File: src/rtl/nreg_arb_pkg.sv
// Shared types and sizing helpers for the shared N-register arbiter.
package nreg_arb_pkg;

    typedef enum logic {
        ST_IDLE   = 1'b0,
        ST_LOCKED = 1'b1
    } state_t;

    localparam int unsigned NREQ_MAX    = 8;
    localparam int unsigned STATS_CNT_W = 8;

    // Index width for n requesters; never narrower than one bit.
    function automatic int unsigned idx_w(input int unsigned n);
        return (n <= 2) ? 1 : $clog2(n);
    endfunction

    localparam int unsigned IDX_W_MAX = idx_w(NREQ_MAX);

endpackage

File: src/rtl/nreg_share_arbiter_if.sv
// Client-side bus of the shared N-register arbiter.
// Optional NREG_ARB_STATS_EN adds the per-requester grant count vector.
interface nreg_share_arbiter_if
    import nreg_arb_pkg::*;
#(
    parameter int unsigned NREQ   = 4,
    parameter int unsigned NREG_W = 8
);
    localparam int unsigned IW = idx_w(NREQ);

    logic [NREQ-1:0]        io_req_valid;
    logic [NREQ-1:0]        io_req_lock;
    logic [NREQ*NREG_W-1:0] io_req_data;
    logic [NREQ-1:0]        io_req_ready;
    logic [NREG_W-1:0]      io_Q;
    logic                   io_Q_valid;
    logic                   io_wr_pulse;
    logic [IW-1:0]          io_owner;
    logic                   io_locked;
    logic                   io_lock_expired;
`ifdef NREG_ARB_STATS_EN
    logic [NREQ*STATS_CNT_W-1:0] io_grant_cnt;
`endif

    modport master (
        output io_req_valid, io_req_lock, io_req_data,
        input  io_req_ready,
`ifdef NREG_ARB_STATS_EN
        input  io_grant_cnt,
`endif
        input  io_Q, io_Q_valid, io_wr_pulse, io_owner, io_locked, io_lock_expired
    );

    modport slave (
        input  io_req_valid, io_req_lock, io_req_data,
        output io_req_ready,
`ifdef NREG_ARB_STATS_EN
        output io_grant_cnt,
`endif
        output io_Q, io_Q_valid, io_wr_pulse, io_owner, io_locked, io_lock_expired
    );

endinterface

File: src/rtl/nreg_rr_picker.sv
// Combinational round-robin picker: first asserted request at or after ptr, wrapping.
module nreg_rr_picker
    import nreg_arb_pkg::*;
#(
    parameter  int unsigned NREQ = 4,
    localparam int unsigned IW   = idx_w(NREQ)
) (
    input  logic [NREQ-1:0] req,
    input  logic [IW-1:0]   ptr,
    output logic [NREQ-1:0] grant,
    output logic [IW-1:0]   grant_idx,
    output logic            any
);

    logic [IW-1:0] cand;

    always_comb begin
        grant     = '0;
        grant_idx = '0;
        any       = 1'b0;
        cand      = '0;
        for (int unsigned i = 0; i < NREQ; i++) begin
            cand = IW'((32'(ptr) + i) % NREQ);
            if (!any && req[cand]) begin
                any         = 1'b1;
                grant_idx   = cand;
                grant[cand] = 1'b1;
            end
        end
    end

endmodule

File: src/rtl/nreg_share_arbiter.sv
// One NREG_W-bit register shared by NREQ writers with round-robin arbitration and timed locks.
// Define NREG_ARB_STATS_EN to add saturating per-requester grant counters (io_grant_cnt).
module nreg_share_arbiter
    import nreg_arb_pkg::*;
#(
    parameter int unsigned NREQ         = 4,
    parameter int unsigned NREG_W       = 8,
    parameter int unsigned LOCK_TIMEOUT = 15
) (
    input  logic                       clk,
    input  logic                       reset,
    nreg_share_arbiter_if.slave        bus
);

    localparam int unsigned IW = idx_w(NREQ);

    state_t            state;
    logic [IW-1:0]     ptr;
    logic [IW-1:0]     owner;
    logic [7:0]        tmo_cnt;
    logic [NREG_W-1:0] q_reg;
    logic              q_valid;
    logic              wr_pulse;
    logic              lock_expired;

    logic [NREQ-1:0]   pick_grant;
    logic [IW-1:0]     pick_idx;
    logic              pick_any;
    logic [NREQ-1:0]   ready;
    logic [IW-1:0]     hs_idx;
    logic              hs_any;
    logic [NREG_W-1:0] data_arr [NREQ];

    for (genvar g = 0; g < NREQ; g++) begin : g_unpack
        assign data_arr[g] = bus.io_req_data[g*NREG_W +: NREG_W];
    end

    nreg_rr_picker #(.NREQ(NREQ)) u_picker (
        .req       (bus.io_req_valid),
        .ptr       (ptr),
        .grant     (pick_grant),
        .grant_idx (pick_idx),
        .any       (pick_any)
    );

    // While locked the picker is bypassed: only the owner can be granted.
    always_comb begin
        ready  = '0;
        hs_idx = owner;
        if (state == ST_IDLE) begin
            ready  = pick_grant;
            hs_idx = pick_idx;
        end else begin
            ready[owner] = bus.io_req_valid[owner];
        end
        hs_any = |(bus.io_req_valid & ready);
    end

    always_ff @(posedge clk) begin
        if (reset) begin
            state        <= ST_IDLE;
            ptr          <= '0;
            owner        <= '0;
            tmo_cnt      <= '0;
            q_reg        <= '0;
            q_valid      <= 1'b0;
            wr_pulse     <= 1'b0;
            lock_expired <= 1'b0;
        end else begin
            wr_pulse     <= hs_any;
            lock_expired <= 1'b0;
            if (hs_any) begin
                q_reg   <= data_arr[hs_idx];
                q_valid <= 1'b1;
                owner   <= hs_idx;
                ptr     <= (hs_idx == IW'(NREQ - 1)) ? '0 : hs_idx + 1'b1;
                tmo_cnt <= '0;
                state   <= bus.io_req_lock[hs_idx] ? ST_LOCKED : ST_IDLE;
            end else if (state == ST_LOCKED) begin
                // No handshake while locked means the owner is idle this cycle.
                if (tmo_cnt == 8'(LOCK_TIMEOUT - 1)) begin
                    state        <= ST_IDLE;
                    tmo_cnt      <= '0;
                    lock_expired <= 1'b1;
                end else begin
                    tmo_cnt <= tmo_cnt + 8'd1;
                end
            end
        end
    end

`ifdef NREG_ARB_STATS_EN
    logic [STATS_CNT_W-1:0] grant_cnt [NREQ];

    always_ff @(posedge clk) begin
        if (reset) begin
            for (int unsigned i = 0; i < NREQ; i++) begin
                grant_cnt[i] <= '0;
            end
        end else if (hs_any && (grant_cnt[hs_idx] != '1)) begin
            grant_cnt[hs_idx] <= grant_cnt[hs_idx] + 1'b1;
        end
    end

    for (genvar g = 0; g < NREQ; g++) begin : g_stats
        assign bus.io_grant_cnt[g*STATS_CNT_W +: STATS_CNT_W] = grant_cnt[g];
    end
`endif

    assign bus.io_req_ready    = ready;
    assign bus.io_Q            = q_reg;
    assign bus.io_Q_valid      = q_valid;
    assign bus.io_wr_pulse     = wr_pulse;
    assign bus.io_owner        = owner;
    assign bus.io_locked       = (state == ST_LOCKED);
    assign bus.io_lock_expired = lock_expired;

endmodule
File: src/flat_wrapper.sv
// flat-port wrapper written by rule: the top's interface ports become plain ports
module nreg_share_arbiter_flat import nreg_arb_pkg::*;
#(
    parameter int unsigned NREQ         = 4,
    parameter int unsigned NREG_W       = 8,
    parameter int unsigned LOCK_TIMEOUT = 15
)
  (clk, reset, bus_io_req_valid, bus_io_req_lock, bus_io_req_data, bus_io_req_ready, bus_io_Q, bus_io_Q_valid, bus_io_wr_pulse, bus_io_owner, bus_io_locked, bus_io_lock_expired);
  nreg_share_arbiter_if #(.NREQ(NREQ), .NREG_W(NREG_W)) bus_i ();
  input  logic clk;
  input  logic reset;
  input wire logic [$bits(bus_i.io_req_valid)-1:0] bus_io_req_valid;
  input wire logic [$bits(bus_i.io_req_lock)-1:0] bus_io_req_lock;
  input wire logic [$bits(bus_i.io_req_data)-1:0] bus_io_req_data;
  output wire logic [$bits(bus_i.io_req_ready)-1:0] bus_io_req_ready;
  output wire logic [$bits(bus_i.io_Q)-1:0] bus_io_Q;
  output wire logic [$bits(bus_i.io_Q_valid)-1:0] bus_io_Q_valid;
  output wire logic [$bits(bus_i.io_wr_pulse)-1:0] bus_io_wr_pulse;
  output wire logic [$bits(bus_i.io_owner)-1:0] bus_io_owner;
  output wire logic [$bits(bus_i.io_locked)-1:0] bus_io_locked;
  output wire logic [$bits(bus_i.io_lock_expired)-1:0] bus_io_lock_expired;
  assign bus_i.io_req_valid = bus_io_req_valid;
  assign bus_i.io_req_lock = bus_io_req_lock;
  assign bus_i.io_req_data = bus_io_req_data;
  assign bus_io_req_ready = bus_i.io_req_ready;
  assign bus_io_Q = bus_i.io_Q;
  assign bus_io_Q_valid = bus_i.io_Q_valid;
  assign bus_io_wr_pulse = bus_i.io_wr_pulse;
  assign bus_io_owner = bus_i.io_owner;
  assign bus_io_locked = bus_i.io_locked;
  assign bus_io_lock_expired = bus_i.io_lock_expired;
  nreg_share_arbiter #(.NREQ(NREQ), .NREG_W(NREG_W), .LOCK_TIMEOUT(LOCK_TIMEOUT)) u_core (.clk(clk), .reset(reset), .bus(bus_i));
endmodule
File: config.mk
export PLATFORM = sky130hd
export DESIGN_NAME = nreg_share_arbiter_flat
export DESIGN_NICKNAME = d
export VERILOG_FILES = /design/src/rtl/nreg_arb_pkg.sv /design/src/rtl/nreg_share_arbiter_if.sv /design/src/rtl/nreg_rr_picker.sv /design/src/rtl/nreg_share_arbiter.sv /design/src/flat_wrapper.sv
export SDC_FILE = /design/constraint.sdc
export NUM_CORES = 1
export LEC_CHECK = 0
export CAP_MARGIN = 0
export CELL_PAD_IN_SITES_DETAIL_PLACEMENT = 0
export CELL_PAD_IN_SITES_GLOBAL_PLACEMENT = 2
export CORE_MARGIN = 8
export CORE_UTILIZATION = 27
export CTS_CLUSTER_DIAMETER = 40
export CTS_CLUSTER_SIZE = 12
export DETAILED_ROUTE_END_ITERATION = 8
export GPL_ROUTABILITY_DRIVEN = 1
export GPL_TIMING_DRIVEN = 0
export PLACE_DENSITY_LB_ADDON = 0.1
export SLEW_MARGIN = 20
export SYNTH_ARGS = -nofsm -noshare
export SYNTH_HDL_FRONTEND = slang
export SYNTH_HIERARCHICAL = 1
export SYNTH_SLANG_ARGS = --single-unit
File: constraint.sdc
create_clock -name clk -period 3.6 [get_ports clk]
set_clock_uncertainty 0.05 [all_clocks]
set_input_delay 0.72 -clock clk [delete_from_list [all_inputs] [get_ports clk]]
set_output_delay 0.72 -clock clk [all_outputs]
set_load 0.005 [all_outputs]
==> results of run 1 <==
[area by class of cell]
cell class | instances | share of cell area (%)
inverter | 11 | 1.73
multi-input combinational | 120 | 44.1
tap | 77 | 3.70
sequential | 24 | 18.7
buffer | 11 | 3.55
timing repair buffer | 73 | 25.5
clock buffer | 3 | 1.59
clock inverter | 1 | 1.15
[critical path: cells and delay by family, from the launching register on]
kind / cells / cell delay (ns)
AND/OR/NAND/NOR: 1 / 0.31
buffers and inverters: 6 / 0.90
AO/OA/AOI/OAI: 3 / 0.35
flip-flops: 1 / 0.38
multiplexers: 1 / 0.51
[worst paths after layout]
check | start | to | cells after the start
min reg2reg | u_core/bus.io_Q[7]$_SDFFE_PP0P_ | u_core/bus.io_Q[7]$_SDFFE_PP0P_ | 1
max | u_core/ptr[0]$_SDFFE_PP0P_ | bus_io_req_ready[1] | 11
max reg2reg | u_core/ptr[0]$_SDFFE_PP0P_ | u_core/bus.io_Q[0]$_SDFFE_PP0P_ | 13
min | u_core/bus.io_Q[7]$_SDFFE_PP0P_ | u_core/bus.io_Q[7]$_SDFFE_PP0P_ | 1
[repair_timing]
| action | 4_1_cts | 5_1_grt |
|---|---|---|
| setup endpoints to repair | 21 | 19 |
| resized for setup | 29 | 14 |
| pin swaps | 1 | 1 |
| setup buffers | 4 | 10 |
| hold buffers | 0 | 0 |
[stage by stage]
stage / utilization (%) / total power, mW / instance area [µm²]
floorplan: - / 1.25 / 1740
global placement: 38.5 / 1.62 / 2430
detailed placement: 38.5 / 1.64 / 2430
CTS: 40.4 / 1.91 / 2550
global route: 41.3 / 2.10 / 2610
finish: 41.3 / 1.96 / 2610
[placed cells by master, fill, tap and decap left out, types with 2 or more instances in the layout]
master	count
sky130_fd_sc_hd__clkbuf_1	2
sky130_fd_sc_hd__buf_6	4
sky130_fd_sc_hd__a21oi_1	6
sky130_fd_sc_hd__xor2_1	2
sky130_fd_sc_hd__o22ai_1	2
sky130_fd_sc_hd__buf_2	7
sky130_fd_sc_hd__dfxtp_4	2
sky130_fd_sc_hd__o21a_1	3
sky130_fd_sc_hd__xnor2_1	2
sky130_fd_sc_hd__nor2_1	6
sky130_fd_sc_hd__nand2_1	5
sky130_fd_sc_hd__clkbuf_8	3
sky130_fd_sc_hd__a22o_1	10
sky130_fd_sc_hd__nor4_1	2
sky130_fd_sc_hd__dfxtp_1	22
sky130_fd_sc_hd__dlygate4sd2_1	2
sky130_fd_sc_hd__o21ai_1	4
sky130_fd_sc_hd__nor2b_1	2
sky130_fd_sc_hd__nand2b_1	3
sky130_fd_sc_hd__nand4_1	3
sky130_fd_sc_hd__nor3_1	5
sky130_fd_sc_hd__a21o_1	2
sky130_fd_sc_hd__ha_1	6
sky130_fd_sc_hd__a311oi_1	2
sky130_fd_sc_hd__mux2i_1	3
sky130_fd_sc_hd__and3_1	2
sky130_fd_sc_hd__inv_1	10
sky130_fd_sc_hd__and2_1	3
sky130_fd_sc_hd__a22oi_1	8
sky130_fd_sc_hd__o32ai_1	2
sky130_fd_sc_hd__clkdlybuf4s50_1	51
sky130_fd_sc_hd__mux4_2	13
sky130_fd_sc_hd__nor3b_1	2
sky130_fd_sc_hd__buf_4	15
[state kept, by name (all words and copies together), names as in the netlist]
| signal | flops |
|---|---|
| u_core/bus.io_Q | 8 |
| u_core/tmo_cnt | 8 |
| u_core/bus.io_owner | 2 |
| u_core/ptr | 2 |
| u_core/bus.io_Q_valid | 1 |
| u_core/bus.io_lock_expired | 1 |
| u_core/bus.io_locked | 1 |
| u_core/bus.io_wr_pulse | 1 |
[layer usage]
layer | up-vias | track usage, %
li1 | 801 | -
met1 | 799 | 14.2
met2 | 66 | 20.3
met3 | 2 | 3.71
met4 | 0 | 3.15
met5 | - | 0
[power groups by stage]
stage,logic [mW],registers [mW],clock network (mW)
6_report,1.33,0.390,0.239
3_3_place_gp,1.22,0.391,0
3_5_place_dp,1.24,0.393,0
2_1_floorplan,0.862,0.383,0
5_1_grt,1.45,0.398,0.257
4_1_cts,1.26,0.395,0.247
==> results list, run 1 <==
- Across every metal layer, demand over resource in global routing totals 11.9%.
* Arrival time reported for the critical path endpoint: 2.73 ns
- Yosys printed 6 warnings.
* Crit path capture type: primary output
* H-tree levels: 1
* CTS buffer count: 3
- Averaged over all synthesized cells, the footprint is 10.5 µm².
- Remaining max-slew budget at the tightest pin: 33.1%
- Period utilisation layout: 97.2%
- At the worst endpoint, the required time is 2.83 ns.
- Worst ir drop on vdd: between 200 and 300 µV
- The die covers 0.00929 mm².
* Power share of the sequential group: 19.9%
- Combined area of the multi-input logic cells: 0.00115 mm²
- Largest net degree at the start of global routing: 15
- The die is 96.4 µm tall.
* Final sum of negative setup slack: 0 ns
- CP Launch Type: flop
- Power share of the combinational group: between 60% and 70%
- The detailed router finished its first iteration with 86 violations.
* Final net count: between 200 and 300
* Max capacitance violation total: 0
- Counting every sink on the clock net gives 24.
- 0 antenna diodes ended up in the layout.
- Setup slack on the worst reg-to-reg path comes out at 0.22 ns.
- Initial antenna violation count: 0
* DRC errors left: 0
- Across the whole layout, storage elements account for slightly below 500 µm².
- Via count of the first global-routing pass: 1,800
* Final non-filler cell total: 320
- Most common cell type on the critical path: sky130_fd_sc_hd__buf_4
- Relative to the synthesized area, the layout overhead comes to 49.4%.
* Number of detailed-route iterations in the first pass: 4
* Cell-internal power: 1.21 mW
- Filler cell count in the final layout: approximately 640
- The max-slew violation count was 0.
* Status: finished clean
- In this run the worst path has a maximum fanout of 10.
- In this design, the stage delay of the slowest critical-path cell is 0.51 ns.
- The initial utilization of the core area, before any placement, comes to between 20% and 30%.
- Derived from the worst setup path, the maximum achievable clock frequency is about 290 MHz.
- Endpoints failing setup: 0
- Final routed wirelength across all metal layers: 5580 µm
- Highest metal layer with signal wires: met4
- Final weighted congestion in routability-driven placement: 0.772
- Critical path start-end classification: reg2out
- Core area: approximately 0.0063 mm²
- In the synthesized netlist, the number of instances is 166.
- Clock transition at the registers of the reported paths: 0.09 ns
* Chip Width: slightly below 100 µm
- Routed wl met2: 2610 µm
- The clock passes through at most 2 buffers.
* Tightest Hold Check Type: reg2reg
- For the pin with the worst max-slew slack, the measured transition is 0.994 ns.
- Summed over all nets, the half-perimeter wirelength after detailed placement is about 4200 µm.
- Row cnt: 29
- Vias per std cell: 5.21
* CP max-delay cell: sky130_fd_sc_hd__mux4_2
- In the final routed layout, each cell accounts on average for about 17 µm.
- Port bufs: 59
* Clock latency on the worst-skew pair: 0.27 ns
* Dpl ws: -0.607 ns
* Cell leakage power: 1.01 nW
- Net switching is 38.5% of the power.
* Total power per unit cell area: 752 mW/mm²
- Min setup slack post-route: 0.101 ns
* Routed Antenna Nets: 0
* Part of the total power dissipated in the clock network: about 12%
* Clock root buffer master: sky130_fd_sc_hd__clkbuf_8
- Layout cell share with drive strength beyond 1: a little under a quarter
* Final hold vios: 0
- The first global-routing pass estimated between 8000 and 9000 µm of wire.
* Via count: 1,668
* Number of I/O pins: 60
- Counting every net in the synthesized netlist gives 215.
* DRT met1 WL: 2450 µm
* Total overflow reported by the global router: 0
- Once placement completed, the tool counted placed cells totaling 302.
- The tightest hold path in the finished design has a slack of roughly 0.43 ns.
* Min Tclk post-route: 3.50 ns
- Netlist Area Pre-Place: between 0.0015 and 0.002 mm²
- TritonCTS built the clock tree.
- Summed over all nets, the switching power comes to ~0.75 mW.
- CP Cell Sequence: buf_8, buf_4, mux4_2, buf_6, nor4b_4, buf_4, a22oi_1, o21ai_1, inv_1, o22ai_1, dlygate4sd2_1
- The routed design uses 494 µm of met3 wire.
Note: power is estimated with default switching activity, not from simulation.
==> run 2, diff against run 1 <==
Settings changed: GPL_TIMING_DRIVEN 0 to not set.
==> results list, run 2 (synthesized netlist as in run 1, its figures left out) <==
- Final routed wirelength across all metal layers: 5210 µm
- Core area: around 0.0063 mm²
- Measured along the y axis, the die boundary spans 96.4 µm.
- Summed over all cells, the static leakage comes to 1.02 nW.
* Number of buffers and inverters on the critical path: 4
- Number of cells on the worst hold path: 1
* Sum of net half-perimeters after detailed placement: 4030 µm
- Power, Total: 1.99 mW
- Final sum of negative setup slack: 0 ns
- Final net count: 293
* Dpl ws: -0.393 ns
- Number of hold-repair buffers added at the cts stage: 0
* Worst min-delay path startpoint: u_core/bus.io_Q[0]$_SDFFE_PP0P_
* Vias per std cell: 5.07
- In the global route stage, overall resource usage came out at 12.0%.
- Worst ir drop on vdd: roughly 290 µV
- Endpoint of the worst hold path: u_core/bus.io_Q[0]$_SDFFE_PP0P_
- By startpoint and endpoint, the worst setup path is classified as in2out.
* Max capacitance violation total: 0
- TritonCTS clock tree: built
- Status: finished clean
- The slowest stage of the critical path is the sky130_fd_sc_hd__mux4_2 cell.
* R2R setup slack: roughly 0.50 ns
* Delay-heaviest family, CP: buffers and inverters
- Chip Width: 96.4 µm
* CTS buffer count: 3
- Clock latency on the worst-skew pair: 0.26 ns
* R2R Path End: u_core/ptr[0]$_SDFFE_PP0P_
- The initial antenna violation count was 0.
* Via count: ~1,600
- Measured in cells, the most critical reg-to-reg path has a length of 13.
- Clock root buffer master: sky130_fd_sc_hd__clkbuf_8
* Remaining max-slew budget at the tightest pin: 28.3%
* Slew at the pin with the worst max-slew slack: 1.07 ns
* Number of detailed-route iterations in the first pass: 4
- Worst flop-to-flop path startpoint: u_core/ptr[0]$_SDFFE_PP0P_
* Global-route wire length before repair: just under 9000 µm
- Required time worst endpoint: 2.83 ns
* Row cnt: 29
- Entering global routing, the biggest net connects 18 pins.
- The library cells used most frequently in the layout, excluding fill and tap cells, are sky130_fd_sc_hd__clkdlybuf4s50_1, sky130_fd_sc_hd__buf_4, sky130_fd_sc_hd__dfxtp_1.
- Of the cells placed in the final design, the portion with a size suffix greater than 1 is between 20% and 30%.
* Arrival time reported for the critical path endpoint: between 2 and 3 ns
* Min Tclk post-route: 3.45 ns
* Placed Cells: roughly 310
* Average routed wire per standard cell: 16.3 µm
* Buffer levels on the longest clock path: 2
- After clock tree synthesis, the clock-pin slew on the worst setup and hold paths is 0.09 ns.
- STA classifies the critical path endpoint as a primary output.
- Setup repair after global routing left no endpoint under its margin.
- Derived from the worst setup path, the maximum achievable clock frequency is 290 MHz.
* Placed inst area: 0.00253 mm²
- Period utilisation layout: 95.7%
- The repair_antennas step left the layout with diodes totalling 0.
- After the first detailed-routing iteration, the DRC count stood at 78.
- Final std cell area, no fill: 0.00261 mm²
* Routed Antenna Nets: 0
* Peak per-stage delay on the critical path: 0.54 ns
- Once the floorplan was initialized, standard cells occupied 27.6% of the core.
- Total Die Area: 0.00929 mm²
- Along the worst path, the maximum fanout reaches 7.
- At the end of routability-driven placement, the weighted congestion stood at 0.780.
- CP Cell Sequence: dlygate4sd2_1, mux4_2, nor4b_4, buf_4, a22oi_1, o21ai_1, inv_1, o22ai_1, clkdlybuf4s15_2
* CP Launch Type: primary input
- The via count of the first global-routing pass was roughly 1,800.
* Port bufs: just under 60
* Final non-filler cell total: 320
- The max-slew violation count is 0.
- Setup slack on the critical path of the routed design comes to 0.154 ns.
- DRC errors left: 0
- The number of failing hold endpoints at the final stage was 0.
- H-tree levels: 1
- Total overflow reported by the global router: 0
- The library cell used most frequently in the layout, excluding fill and tap cells, is sky130_fd_sc_hd__clkdlybuf4s50_1.
- Tightest Hold Check Type: reg2reg
* Endpoints failing setup: 0
- The tree built by TritonCTS fans out to 24 sinks.
- Relative to the synthesized area, the layout overhead comes to 49.4%.
- Total power per unit cell area: 764 mW/mm²
- In this run the count of I/O pins placed on the die edge is 60.
## run 2: cell types whose count changed in the layout (fill, tap and decap cells not counted), moves of 2 or more
cell,before,now
sky130_fd_sc_hd__buf_2,7,0
sky130_fd_sc_hd__buf_4,15,24
sky130_fd_sc_hd__buf_6,4,0
sky130_fd_sc_hd__clkbuf_1,2,0
sky130_fd_sc_hd__dfxtp_4,2,0
sky130_fd_sc_hd__dlygate4sd2_1,2,7
## run 2: area by class of cell
class	instances	area (µm²)
Clock buffer	3	41.3
Clock inverter	1	30.0
Fill cell	652	3710
Inverter	11	41.3
Multi-Input combinational cell	120	1130
Sequential cell	24	482
Tap cell	77	96.3
Timing Repair Buffer	84	783
## run 2: worst max-delay path by stage
stage                        startpoint                         endpoint  slack [ns]  cells past startpoint
floorplan           bus_io_req_valid[0]  u_core/bus.io_Q[2]$_SDFFE_PP0P_        0.35                      8
global placement    bus_io_req_valid[2]              bus_io_req_ready[3]       -0.32                      8
detailed placement  bus_io_req_valid[2]              bus_io_req_ready[1]       -0.39                      8
CTS                 bus_io_req_valid[2]              bus_io_req_ready[1]        0.13                      9
global route        bus_io_req_valid[3]              bus_io_req_ready[1]        0.02                      9
finish              bus_io_req_valid[3]              bus_io_req_ready[1]        0.15                      9
## run 2: metrics by stage
stage	hold slack (ns)	utilization, %
4_1_cts	0.444	41.3
2_1_floorplan	0.410	-
6_report	0.437	41.3
3_3_place_gp	0.409	40.0
5_1_grt	0.459	41.3
3_5_place_dp	0.408	40.0
## run 2: per-layer routing
| metal | up-vias | global-route usage (%) | routed length, µm | share of wire (%) |
|---|---|---|---|---|
| li1 | 801 | - | - | - |
| met1 | 753 | 15.3 | 2410 | 46 |
| met2 | 65 | 19.6 | 2370 | 46 |
| met3 | 4 | 3.40 | 386 | 7.4 |
| met4 | 0 | 2.77 | 34 | 0.65 |
| met5 | - | 0 | 0 | 0 |
## run 2: repair_timing
action	in CTS	in global routing
pin swaps	1	1
gates resized for setup	15	2
buffers inserted	3	0
endpoints found under the setup margin	4	2
## run 2: power breakdown
group          switching (mW)  internal [mW]
Clock                  0.0882          0.149
Sequential             0.0560          0.328
Combinational           0.598          0.772
Total                   0.742           1.25
==> run 3, diff against run 2 <==
Settings changed: GPL_ROUTABILITY_DRIVEN 1 to not set, RECOVER_POWER set to 50.
==> results list, run 3 (synthesized netlist as in run 1, its figures left out) <==
- Final hold vios: 0
- Max capacitance violation total: 0
- The largest single stage delay on the critical path is approximately 0.54 ns.
- Final sum of negative setup slack: 0 ns
* Sum of net half-perimeters after detailed placement: 4030 µm
- Clock latency on the worst-skew pair, taken at its later pin, is between 0.2 and 0.3 ns.
- Switching component of the power: 0.735 mW
- Slew at the pin with the worst max-slew slack: 1.04 ns
- Including well taps, the total number of placed cells is 313.
- Switching power share of the total: 37.8%
- Length in cells of the worst reg-to-reg path: 13
- Status: finished clean
- Number of detailed-route iterations in the first pass: 4
- In this run the worst setup path begins at bus_io_req_valid[3].
- Power, Total: 1.94 mW
- Largest net degree at the start of global routing: 18
* Tightest Hold Check Type: reg2reg
- Walking the worst path, the cells encountered are dlygate4sd2_1, mux4_2, nor4b_4, buf_4, a22oi_1, o21ai_1, inv_1, o22ai_1, clkdlybuf4s15_2.
- Counting the buffers created by CTS gives 3.
- Detailed routing inserted a total of 1,616 vias.
- Row cnt: 29
- Period utilisation layout: a little over nine tenths
* TritonCTS clock tree: built
- Summed over all cells, the static leakage comes to 1.05 nW.
- Power share of the combinational group: a little under 70%
* Buffer levels on the longest clock path: 2
* Initial antenna violation count: 0
* Highest-count cells in the layout ignoring fill and taps: sky130_fd_sc_hd__clkdlybuf4s50_1, sky130_fd_sc_hd__dfxtp_1, sky130_fd_sc_hd__buf_4
- Routed Antenna Nets: 0
- Average routed wire per standard cell: 16.2 µm
* Total Die Area: 0.00929 mm²
- Via count of the first global-routing pass: 1,777
* Initial Utilization: 27.6%
- Count of inserted antenna diode cells: 0
* CP Launch Type: primary input
* DRT met1 WL: 2400 µm
* Setup repair after global routing missed its margin: false
* Filler cell count in the final layout: 658
- Seq. cell area: 482 µm²
* Core area: roughly 0.0063 mm²
- Clock tree synthesis found a total of 24 sinks.
- Along the worst path, the maximum fanout reaches 7.
- Chip Width: ~96 µm
- Final routed wirelength across all metal layers: 5190 µm
* Min Tclk post-route: 3.45 ns
- Routed wl met2: 2370 µm
* DRC errors left: 0
- Final weighted congestion in routability-driven placement: slightly below 0.8
* Total count of max-transition violations in the final report: 0
* Highest attainable clock frequency: 290 MHz
* Critical path start-end classification: in2out
- Layout cell share with drive strength beyond 1: 19.8%
- In this run the worst setup path terminates at bus_io_req_ready[1].
- Cell-internal power: 1.21 mW
- Using the TritonRoute via totals, the vias-per-cell ratio works out to 5.05.
* Clock root buffer master: sky130_fd_sc_hd__clkbuf_8
* Layout area overhead: 48.1%
- Global-route wire length before repair: 8880 µm
- Clock transition at the registers of the reported paths: roughly 0.09 ns
* Endpoints failing setup: 0
* Most frequent standard cell in the layout excluding fill and tap cells: sky130_fd_sc_hd__clkdlybuf4s50_1
* Total overflow reported by the global router: 0
- Port bufs: 59
* R2R setup slack: 0.33 ns
- Summed over all nets, wire length on met3 after detailed routing comes to 388 µm.
- In this run the tightest slew margin relative to its limit is 30.0%.
- The final layout contains 293 nets.
* Total Routing Usage GR: between 10% and 20%
* Final non-filler cell total: 320
* R2R Path End: u_core/bus.io_Q[4]$_SDFFE_PP0P_
* Arrival time reported for the critical path endpoint: around 2.7 ns
- The startpoint identified for the worst register-to-register timing path is u_core/ptr[0]$_SDFFE_PP0P_.
- Power share of the sequential group: 19.6%
* Total power per unit cell area: approximately 750 mW/mm²
* Crit path capture type: primary output
- Highest metal layer with signal wires: met4
* Number of DRC markers in iteration 0: 58
* CP max-delay cell: sky130_fd_sc_hd__mux4_2
- The worst-case IR drop observed on VDD is about 280 µV.
* Combined area of the multi-input logic cells: 0.00112 mm²
- CTS built an H-tree with a depth of 1.
- In this run the vertical extent of the chip is around 96 µm.
* Required time worst endpoint: ~2.8 ns
- Number of I/O pins: 60
- The share of total power dissipated in the clock network is 12.2%.
==> run 3: power by group through the flow <==
stage | Combinational [mW] | Clock (mW) | Sequential, mW
after floorplan | 0.862 | 0 | 0.383
after global placement | 1.36 | 0 | 0.386
after detailed placement | 1.37 | 0 | 0.389
after CTS | 1.38 | 0.246 | 0.385
after global routing | 1.46 | 0.257 | 0.394
final | 1.32 | 0.238 | 0.382
==> run 3: worst max-delay path: cells and delay by family <==
kind	cells	cell delay, ns
compound gates	3	0.31
buf+inv	4	0.78
mux	1	0.54
simple gates	1	0.32
==> run 3: per-stage QoR <==
step           cell area [µm²]  hold slack, ns  utilization, %  worst slack [ns]
3_3_place_gp              2530           0.409            40.0            -0.317
4_1_cts                   2610           0.444            41.3             0.129
6_report                  2580           0.431            40.9             0.154
3_5_place_dp              2530           0.408            40.0            -0.393
2_1_floorplan             1740           0.410               -             0.354
5_1_grt                   2580           0.454            40.9            0.0226
==> run 3: per-layer routing <==
metal	vias up	global-route usage, %
met5	-	0
met4	0	2.77
met3	2	3.40
met2	58	19.6
met1	754	15.3
li1	802	-
==> run 3: area by class of cell <==
class,instances,share of cell area (%)
Clock buffer,3,1.60
Clock inverter,1,1.16
Inverter,11,1.60
Multi-Input combinational cell,120,43.4
Sequential cell,24,18.7
Tap cell,77,3.73
Timing Repair Buffer,84,29.9
==> run 3: worst min path at each step <==
| stage | startpoint | to | slack, ns | depth (start not counted) |
|---|---|---|---|---|
| 5_1_grt | u_core/bus.io_Q[0]$_SDFFE_PP0P_ | u_core/bus.io_Q[0]$_SDFFE_PP0P_ | 0.45 | 1 |
| 3_3_place_gp | u_core/bus.io_Q_valid$_SDFFE_PP0P_ | u_core/bus.io_Q_valid$_SDFFE_PP0P_ | 0.41 | 2 |
| 4_1_cts | u_core/bus.io_Q[0]$_SDFFE_PP0P_ | u_core/bus.io_Q[0]$_SDFFE_PP0P_ | 0.44 | 1 |
| 3_5_place_dp | u_core/bus.io_Q_valid$_SDFFE_PP0P_ | u_core/bus.io_Q_valid$_SDFFE_PP0P_ | 0.41 | 2 |
| 2_1_floorplan | u_core/bus.io_Q_valid$_SDFFE_PP0P_ | u_core/bus.io_Q_valid$_SDFFE_PP0P_ | 0.41 | 2 |
| 6_report | u_core/bus.io_Q[0]$_SDFFE_PP0P_ | u_core/bus.io_Q[0]$_SDFFE_PP0P_ | 0.43 | 1 |
==> run 3: repair_timing <==
action,4_1_cts,5_1_grt
gates resized for setup,15,2
pin swaps,1,1
setup buffers,3,0
hold endpoints to repair,0,0
hold buffers,0,0
endpoints found under the setup margin,4,2
